<file path="src/rtl/eeprom_mem_arbiter_pkg.sv">
// Shared types and sizes for the EEPROM backing-RAM arbiter.
// The state and grant encodings are visible to the parent and to benches.
package eeprom_pkg;

   localparam int EEPROM_ADDR_W = 13;
   localparam int EEPROM_DEPTH  = 8192;

   typedef enum logic [1:0] {
      ARB_INIT,
      ARB_IDLE,
      ARB_ACCESS,
      ARB_DONE
   } arb_state_t;

   typedef enum logic {
      GRANT_EE,
      GRANT_BK
   } grant_t;

endpackage

</file>
<file path="src/rtl/eeprom_mem_arbiter.sv">
// Shares the single-port EEPROM backing RAM between the I2C engine and the save-backup logic.
// Blank-fills the RAM after reset and tracks whether the engine has modified the save.
module eeprom_mem_arbiter
   import eeprom_pkg::*;
#(
   parameter int               ADDR_W     = EEPROM_ADDR_W,
   parameter int               DATA_W     = 8,
   parameter logic [DATA_W-1:0] FILL_VALUE = 8'hFF,
   parameter bit               INIT_FILL  = 1'b1
)(
   input  logic              clk,
   input  logic              reset,
   input  logic              ee_req,
   input  logic              ee_we,
   input  logic [ADDR_W-1:0] ee_addr,
   input  logic [DATA_W-1:0] ee_wdata,
   output logic              ee_ack,
   output logic [DATA_W-1:0] ee_rdata,
   input  logic              bk_req,
   input  logic              bk_we,
   input  logic [ADDR_W-1:0] bk_addr,
   input  logic [DATA_W-1:0] bk_wdata,
   output logic              bk_ack,
   output logic [DATA_W-1:0] bk_rdata,
   output logic [ADDR_W-1:0] mem_addr,
   output logic              mem_we,
   output logic [DATA_W-1:0] mem_wdata,
   input  logic [DATA_W-1:0] mem_rdata,
   output logic              init_done,
   output logic              dirty,
   input  logic              dirty_clr
);

   localparam logic [ADDR_W-1:0] LAST_ADDR = {ADDR_W{1'b1}};

   arb_state_t        state;
   grant_t            last_grant;
   grant_t            winner;
   grant_t            next_grant;
   logic              acc_we;
   logic [DATA_W-1:0] ee_rdata_q;
   logic [DATA_W-1:0] bk_rdata_q;

   // Two-way round robin: a contested cycle goes to whoever was not served last.
   always_comb begin
      next_grant = GRANT_BK;
      if (ee_req && bk_req)
         next_grant = (last_grant == GRANT_BK) ? GRANT_EE : GRANT_BK;
      else if (ee_req)
         next_grant = GRANT_EE;
   end

   always_ff @(posedge clk or posedge reset) begin
      if (reset) begin
         state      <= INIT_FILL ? ARB_INIT : ARB_IDLE;
         last_grant <= GRANT_BK;
         winner     <= GRANT_EE;
         acc_we     <= 1'b0;
         mem_addr   <= '0;
         mem_we     <= 1'b0;
         mem_wdata  <= '0;
         ee_ack     <= 1'b0;
         bk_ack     <= 1'b0;
         ee_rdata_q <= '0;
         bk_rdata_q <= '0;
         init_done  <= 1'b0;
         dirty      <= 1'b0;
      end else begin
         ee_ack <= 1'b0;
         bk_ack <= 1'b0;
         if (dirty_clr)
            dirty <= 1'b0;

         case (state)
            ARB_INIT: begin
               // mem_we low marks the first fill cycle; after that mem_addr is the fill counter
               if (!mem_we) begin
                  mem_we    <= 1'b1;
                  mem_addr  <= '0;
                  mem_wdata <= FILL_VALUE;
               end else if (mem_addr == LAST_ADDR) begin
                  mem_we    <= 1'b0;
                  init_done <= 1'b1;
                  state     <= ARB_IDLE;
               end else begin
                  mem_addr <= mem_addr + 1'b1;
               end
            end

            ARB_IDLE: begin
               init_done <= 1'b1;
               mem_we    <= 1'b0;
               if (ee_req || bk_req) begin
                  winner <= next_grant;
                  state  <= ARB_ACCESS;
                  if (next_grant == GRANT_EE) begin
                     mem_addr  <= ee_addr;
                     mem_we    <= ee_we;
                     mem_wdata <= ee_wdata;
                     acc_we    <= ee_we;
                  end else begin
                     mem_addr  <= bk_addr;
                     mem_we    <= bk_we;
                     mem_wdata <= bk_wdata;
                     acc_we    <= bk_we;
                  end
               end
            end

            ARB_ACCESS: begin
               mem_we <= 1'b0;
               if (winner == GRANT_EE)
                  ee_ack <= 1'b1;
               else
                  bk_ack <= 1'b1;
               state <= ARB_DONE;
            end

            ARB_DONE: begin
               if (!acc_we) begin
                  if (winner == GRANT_EE)
                     ee_rdata_q <= mem_rdata;
                  else
                     bk_rdata_q <= mem_rdata;
               end
               // Set after the clear above so a simultaneous set wins
               if (acc_we && winner == GRANT_EE)
                  dirty <= 1'b1;
               last_grant <= winner;
               state      <= ARB_IDLE;
            end

            default: state <= ARB_IDLE;
         endcase
      end
   end

   // RAM data arrives in the DONE cycle, so it is forwarded alongside the ack and held afterwards.
   assign ee_rdata = (ee_ack && !acc_we) ? mem_rdata : ee_rdata_q;
   assign bk_rdata = (bk_ack && !acc_we) ? mem_rdata : bk_rdata_q;

endmodule

</file>
<file path="config.mk">
export PLATFORM = sky130hd
export DESIGN_NAME = eeprom_mem_arbiter
export DESIGN_NICKNAME = d
export VERILOG_FILES = /design/src/rtl/eeprom_mem_arbiter_pkg.sv /design/src/rtl/eeprom_mem_arbiter.sv
export SDC_FILE = /design/constraint.sdc
export NUM_CORES = 1
export LEC_CHECK = 0
export CAP_MARGIN = 40
export CORE_MARGIN = 3
export CORE_UTILIZATION = 35
export CTS_CLUSTER_DIAMETER = 60
export DETAILED_ROUTE_END_ITERATION = 10
export PLACE_DENSITY = 0.68
export SYNTH_ARGS = -nofsm -noshare
export SYNTH_HDL_FRONTEND = slang
export SYNTH_SLANG_ARGS = --single-unit
</file>
<file path="constraint.sdc">
create_clock -name clk -period 2.4 [get_ports clk]
set_clock_uncertainty 0.05 [all_clocks]
set_input_delay 0.24 -clock clk [delete_from_list [all_inputs] [get_ports clk]]
set_output_delay 0.24 -clock clk [all_outputs]
set_load 0.03 [all_outputs]
</file>
==> impl_metrics.ini, run 1 <==
[placed_design]
hpwl_microns = 5072
placed_cells = 457
io_buffers = 98
gp_congestion = 0.7942
dpl_worst_slack_ps = 246.0
dpl-instance-area_sq_mm = 0.003789

[floorplan]
placementRows = 31
dieArea_sq_mm = 0.008797
die_height_microns = 93.79
ios = 99
start_util_pct = 36.60
die_w_microns = 93.79
core_sq_mm = 0.007370

[critical_path]
path_depth = 4
crit_type = reg -> out
worstPathMaxFanout = 8
critical_path.endpoint_type = output port
r2r_start = state[1]
critPathSlowestCell = clkdlybuf4s50_1
arrival_ps = 2030
regToRegEndpoint = mem_wdata[7]
crit_path_cell_trace = nor2b_1, buf_4, mux2_2, clkdlybuf4s50_1
r2r_slack_ps = 350
reg2regPathDepth = 6
cpPeakStageDelay_ps = 620
crit_required_ps = 2110
cp_top_family = buffers and inverters
path_buf_inv = 2
critPathLaunchType = flop

[synth]
synth.largest_area_cell = dfrtp_1
netlist_top_cells_area = dfrtp_1, mux2_2, nand2_1
syn_avg_cell_area_sq_um = 10.10
synth_xor_xnor_area_share_pct = 0
synth-edff-count = 0
synth.most_common_cell = mux2_2
synthAdderAreaFrac_pct = 3.247
yosysUniqueCellTypes = 39
synth_nets = 331
synth_commonest_cells = mux2_2, dfrtp_1, nand2_1, nor2_1, o21ai_0
synthCells = 267
synth-simple-area-share_pct = 15.12
ys_seq_area_share_pct = 43.65
ys_seq_elements = 47
synthMuxAreaShare_pct = 20.41
synth_top_flop_cell = dfrtp_1
ys_warn_count = 0
synth_top_family_by_area = multiplexers
synth_async_sr_flop_share_pct = 100.0
netlist.area_leader.share_pct = 42.67
synth_compound_area_share_pct = 13.54
netlist_area_sq_mm = 0.002698

[cells_and_area]
final_util_pct = 52.55
area_growth_pct = 43.55
stdcell_area_sq_mm = 0.003872
drive_above_1_share_pct = 18.85
nNetsFinal = 429
diodes = 0
filler_cell_count = 655
stdcell_count = 465

[drt]
drtIter0Drc = 81
drc = 0
postRouteAntennaNets = 0
wl_per_cell_microns = 14.87
drt_wl_total_microns = 6914
via_per_inst = 5.105
routed-via-count = 2374
dr.pass1.iters = 4

[global_routing]
grt_overflow = 0
grt_start_max_net_pins = 27
grt_pass1_wl_microns = 11340
grt_pass1_vias = 2361
antenna_found_initial = 0
grt_usage_pct = 16.07

[clocking]
cts_buffer_depth = 2
numCtsBuffers = 5
clockRootBuffer = clkbuf_8
cts_tree = built
post_cts_buffers = 0
clk_latency_ps = 300
htreeDepth = 2
path_clk_slew_ps = 90
clock-sinks = 47

[timing]
final-setup-viol-count = 0
drv_slew = 0
layout_setup_ws_ps = 84.77
clock.fmax_mhz = 431.9
rsz0062_at_grt = false
tightest_slew_ps = 539.4
finalSetupTns_ps = 0
post-route-period-util_pct = 96.47
final-hold-violation-count = 0
holdWs_ps = 257.2
period_minus_slack_ps = 2315
timing.slew.headroom_pct = 63.99

[flow_run]
maxCapViolCount = 0

[power]
leakage_nw = 1.643
p_total_mw = 1.474
power_density_mw_per_mm2 = 380.7
ir_drop_mv = 0.1845

[status]
status = completed

[min_path]
min_path_type = in -> async
## layout by cell type, fill, tap and decap left out, types with 7 or more instances in the layout
cell type	instances
a21oi_1	14
a31oi_1	11
clkdlybuf4s50_1	98
dfrtp_1	46
ha_1	7
mux2_2	48
nand2_1	24
nor2_1	20
o21ai_0	17
o21ai_1	13
## layer usage
layer	GRT usage (%)	wire, microns	part of all wire (%)
met1	21.67	3299	48
met5	0	0	0
met3	4.888	560	8.1
met4	5.295	135	2.0
met2	24.54	2918	42
## cells by family (layout without fill, tap and decap cells)
logic type      Yosys count  count (layout)
simple gates             79              79
mux                      49              49
fa+ha+maj                 7               7
flops                    47              47
buf+inv                  21             120
compound gates           64              64
## registers in the layout, indices dropped and copies added, names as in the netlist
signal and flops:
mem_addr 13, bk_rdata_q 8, ee_rdata_q 8, mem_wdata 8, state 2, acc_we 1
bk_ack 1, dirty 1, ee_ack 1, init_done 1, last_grant 1, mem_we 1
winner 1
## where the power goes
| part | switching, mW | total, mW | leakage [nW] | internal, mW |
|---|---|---|---|---|
| Sequential | 0.00299 | 0.801 | 0.615 | 0.798 |
| Combinational | 0.0761 | 0.202 | 0.986 | 0.126 |
| Clock | 0.266 | 0.472 | 0.0422 | 0.205 |
| Total | 0.345 | 1.47 | 1.64 | 1.13 |
## repair_timing
action / 4_1_cts / 5_1_grt
hold buffers: 0 / 0
resized for setup: 0 / 1
setup endpoints to repair: 0 / 8
## final cells by class
class	count	area [sq um]	share of cell area, %
Multi-Input combinational cell	199	1418	36.61
Sequential cell	47	1177	30.40
Timing Repair Buffer	105	1046	27.01
Tap cell	99	123.9	3.199
Clock buffer	7	76.32	1.971
Inverter	7	26.28	0.6785
Clock inverter	1	5.005	0.1292
## worst max-delay path by stage
| stage | start | endpoint | slack (ps) |
|---|---|---|---|
| after floorplan | state[1] | mem_wdata[7] | 560 |
| after global placement | bk_req | mem_we | 280 |
| after detailed placement | bk_req | mem_we | 250 |
| after CTS | acc_we | ee_rdata[6] | 10 |
| after global routing | acc_we | bk_rdata[4] | 20 |
| final | acc_we | bk_rdata[4] | 80 |
## worst register-to-register path, delay by kind of cell, from the launching register on
| family | cells | cell delay [ps] |
|---|---|---|
| AND/OR/NAND/NOR | 2 | 710 |
| AO/OA/AOI/OAI | 2 | 450 |
| flip-flops | 1 | 430 |
| adder cells (fa/ha/maj) | 1 | 220 |
| buffers and inverters | 1 | 110 |
Note: power is estimated with default switching activity, not from simulation.
==> run 2: changes to the inputs <==
MAX_ROUTING_LAYER = met4   (was default)
TNS_END_PERCENT = 20   (was default)
==> impl_metrics.ini, run 2 (same netlist as run 1, synthesis figures left out) <==
[placed_design]
io_buffers = 98
hpwl_microns = 5072
gp_congestion = 0.8054

[global_routing]
grt_pass1_wl_microns = 11340
grt_overflow = 0
grt_usage_pct = 16.47
grt_pass1_vias = 2357
antenna_found_initial = 0
grt_start_max_net_pins = 27

[drt]
wl_per_cell_microns = 14.91
routed-via-count = 2391
dr.pass1.iters = 4
drtIter0Drc = 113
drt_wl_total_microns = 6931
postRouteAntennaNets = 0
via_per_inst = 5.142
drc = 0

[timing]
timing.slew.headroom_pct = 64.07
drv_slew = 0
holdWs_ps = 255.7
clock.fmax_mhz = 432.9
tightest_slew_ps = 538.2
period_minus_slack_ps = 2310
post-route-period-util_pct = 96.25
finalSetupTns_ps = 0
final-hold-violation-count = 0
rsz0062_at_grt = false
final-setup-viol-count = 0

[cells_and_area]
layout_common_cells = clkdlybuf4s50_1, mux2_2, dfrtp_1
filler_cell_count = 655
drive_above_1_share_pct = 18.85
top_register = mem_addr
area_growth_pct = 43.55
largest_reg_flops = 13
final_common_cell = clkdlybuf4s50_1
diodes = 0
nNetsFinal = 429

[floorplan]
die_w_microns = 93.79
ios = 99
placementRows = 31
start_util_pct = 36.60
die_height_microns = 93.79
dieArea_sq_mm = 0.008797
core_sq_mm = 0.007370

[power]
power_density_mw_per_mm2 = 380.2
ir_drop_mv = 0.1839
leakage_nw = 1.643

[clocking]
clk_latency_ps = 300
clockRootBuffer = clkbuf_8
path_clk_slew_ps = 80
clock-sinks = 47
numCtsBuffers = 5
cts_buffer_depth = 2
htreeDepth = 2
post_cts_buffers = 0
cts_tree = built

[flow_run]
maxCapViolCount = 0

[critical_path]
worstPathMaxFanout = 8
crit_required_ps = 2110
critPathLaunchType = flop
r2r_start = state[1]
reg2regPathDepth = 6
regToRegEndpoint = mem_wdata[7]
arrival_ps = 2020
crit_type = reg -> out
critical_path.endpoint_type = output port
r2r_slack_ps = 360

[status]
status = completed

[min_path]
min_path_type = in -> async
## run 2: cell counts in the layout (fill, tap and decap cells not counted)
No cell type changed its count.
## run 2: area by class of cell
cell class                 instances  area, sq um  share of cell area [%]
multi-input combinational        199         1418                   36.61
inverter                           7        26.28                  0.6785
timing repair buffer             105         1046                   27.01
clock buffer                       7        76.32                   1.971
clock inverter                     1        5.005                  0.1292
tap                               99        123.9                   3.199
sequential                        47         1177                   30.40
## run 2: worst max path at each step
stage | startpoint | end | slack [ps]
global route | acc_we | bk_rdata[4] | 20
floorplan | state[1] | mem_wdata[7] | 560
global placement | bk_req | mem_we | 280
finish | acc_we | bk_rdata[4] | 90
detailed placement | bk_req | mem_we | 250
CTS | acc_we | ee_rdata[6] | 10
## run 2: critical path, cell delays in order, from the launching register on
cell and delay [ps]:
dfrtp_1 440, nor2b_1 130, buf_4 190, mux2_2 350, clkdlybuf4s50_1 610
## run 2: routing by layer
metal	GRT usage, %	up-vias	routed length [microns]
met1	21.92	1125	3351
met3	4.247	12	514
met2	24.60	96	2953
li1	-	1158	-
met4	5.295	0	112
met5	-	-	0
## run 2: report_power, final
group / switching (mW) / internal (mW) / total [mW]
clock network: 0.265 / 0.205 / 0.470
registers: 0.00302 / 0.798 / 0.801
logic: 0.0758 / 0.126 / 0.201
## run 2: timing repair
item,in CTS,in global routing
endpoints found under the setup margin,0,8
hold buffers,0,0
resized for setup,0,1
## run 2: through the flow
stage | total power, mW | worst slack [ps] | std cells | utilization [%] | area (sq um)
final | 1.472 | 90.08 | 465 | 52.55 | 3872
after global placement | 1.019 | 276.7 | 457 | 51.41 | 3789
after floorplan | 0.8899 | 563.2 | 267 | - | 2698
after CTS | 1.493 | 13.65 | 465 | 52.51 | 3870
after detailed placement | 1.019 | 246.0 | 457 | 51.41 | 3789
after global routing | 1.541 | 22.97 | 465 | 52.55 | 3872
==> run 3: changes to the inputs <==
CORE_UTILIZATION = 46   (was 35)
CTS_BUF_LIST = sky130_fd_sc_hd__clkbuf_2   (was default)
PLACE_DENSITY = 0.85   (was 0.68)
==> impl_metrics.ini, run 3 (same netlist as run 1, synthesis figures left out) <==
[placed_design]
hpwl_microns = 5124
io_buffers = 98
gp_congestion = 0.7593
placed_cells = 431

[critical_path]
critPathLaunchType = flop
worstPathMaxFanout = 8
critical_path.endpoint_type = output port
crit_type = reg -> out
cpPeakStageDelay_ps = 480
critPathSlowestCell = dfrtp_1
crit_required_ps = 2110
crit_path_cell_trace = nor2b_1, buf_4, mux2_2, dlygate4sd2_1
arrival_ps = 1920

[floorplan]
core_sq_mm = 0.005608
die_height_microns = 82.58
die_w_microns = 82.58
dieArea_sq_mm = 0.006819
start_util_pct = 48.10
ios = 99
placementRows = 27

[clocking]
clk_latency_ps = 410
post_cts_buffers = 0
htreeDepth = 2
clockRootBuffer = clkbuf_2
numCtsBuffers = 5
path_clk_slew_ps = 240
cts_tree = built
cts_buffer_depth = 2
clock-sinks = 47

[flow_run]
maxCapViolCount = 0

[drt]
via_per_inst = 5.469
drtIter0Drc = 79
postRouteAntennaNets = 0
dr.pass1.iters = 4
drt_wl_total_microns = 6832
wl_per_cell_microns = 15.56
drc = 0
routed-via-count = 2401

[power]
leakage_nw = 1.680
power_density_mw_per_mm2 = 350.3
ir_drop_mv = 0.1900

[cells_and_area]
stdcell_count = 439
layout_common_cells = clkdlybuf4s50_1, mux2_2, dfrtp_1
area_growth_pct = 39.80
top_register = mem_addr
nNetsFinal = 430
largest_reg_flops = 13
filler_cell_count = 493
diodes = 0
final_common_cell = clkdlybuf4s50_1
drive_above_1_share_pct = 19.35

[timing]
rsz0062_at_grt = false
final-hold-violation-count = 0
clock.fmax_mhz = 451.7
tightest_slew_ps = 477.3
finalSetupTns_ps = 0
post-route-period-util_pct = 92.25
final-setup-viol-count = 0
period_minus_slack_ps = 2214
timing.slew.headroom_pct = 68.13
drv_slew = 0

[global_routing]
grt_start_max_net_pins = 27
grt_usage_pct = 21.07
antenna_found_initial = 0
grt_pass1_vias = 2305
grt_pass1_wl_microns = 10850
grt_overflow = 0

[min_path]
min_path_type = in -> async

[status]
status = completed
run 3: worst paths after layout:
path                                  start       endpoint  slack [ps]  cells after the start
worst max-delay path                 acc_we    bk_rdata[5]         190                      4
min in group clk                ee_wdata[0]   mem_wdata[0]         320                      3
worst min-delay path                  reset  ee_rdata_q[5]          70                      2
worst max register to register     state[1]   mem_wdata[7]         290                      6
max in group asynchronous             reset   mem_wdata[0]        1550                      3
worst min register to register    init_done      init_done         470                      1
run 3: routing by layer:
metal / wire length (microns) / part of all wire, % / global-route usage (%) / up-vias
met5: 0 / 0 / - / -
met4: 82 / 1.2 / 4.739 / 0
met3: 540 / 7.9 / 5.206 / 11
met2: 3146 / 46 / 33.81 / 99
met1: 3062 / 45 / 27.11 / 1138
li1: - / - / - / 1153
run 3: what timing repair did:
action                                 in CTS  in global routing
setup endpoints to repair                  16                  0
hold buffers                                0                  0
endpoints found under the hold margin       0                  0
resized for setup                          17                  0
run 3: where the power goes:
group,internal [mW],switching (mW)
logic,0.120,0.0760
registers,0.800,0.00325
clock network,0.0717,0.250
run 3: stage by stage:
stage	area (sq um)	setup slack, ps	util, %	power, mW	hold WS, ps
after floorplan	2698	563.2	-	0.8899	286.4
after global placement	3750	344.2	66.87	1.016	412.1
after detailed placement	3750	324.3	66.87	1.019	415.6
after CTS	3771	168.0	67.25	1.328	76.14
after global routing	3771	54.33	67.25	1.374	77.98
final	3771	186.0	67.25	1.321	73.54
run 3: critical path: cells and delay by family, from the launching register on:
kind,cells,cell delay (ps)
buffers and inverters,2,550
flip-flops,1,480
multiplexers,1,350
AND/OR/NAND/NOR,1,130
run 3: area by class of cell:
| type | count | area (sq um) | area share, % |
|---|---|---|---|
| Tap cell | 72 | 90.09 | 2.389 |
| Clock buffer | 6 | 30.03 | 0.7963 |
| Timing Repair Buffer | 106 | 1021 | 27.07 |
| Inverter | 7 | 26.28 | 0.6967 |
| Multi-Input combinational cell | 199 | 1418 | 37.59 |
| Sequential cell | 47 | 1177 | 31.22 |
| Clock inverter | 2 | 8.758 | 0.2322 |
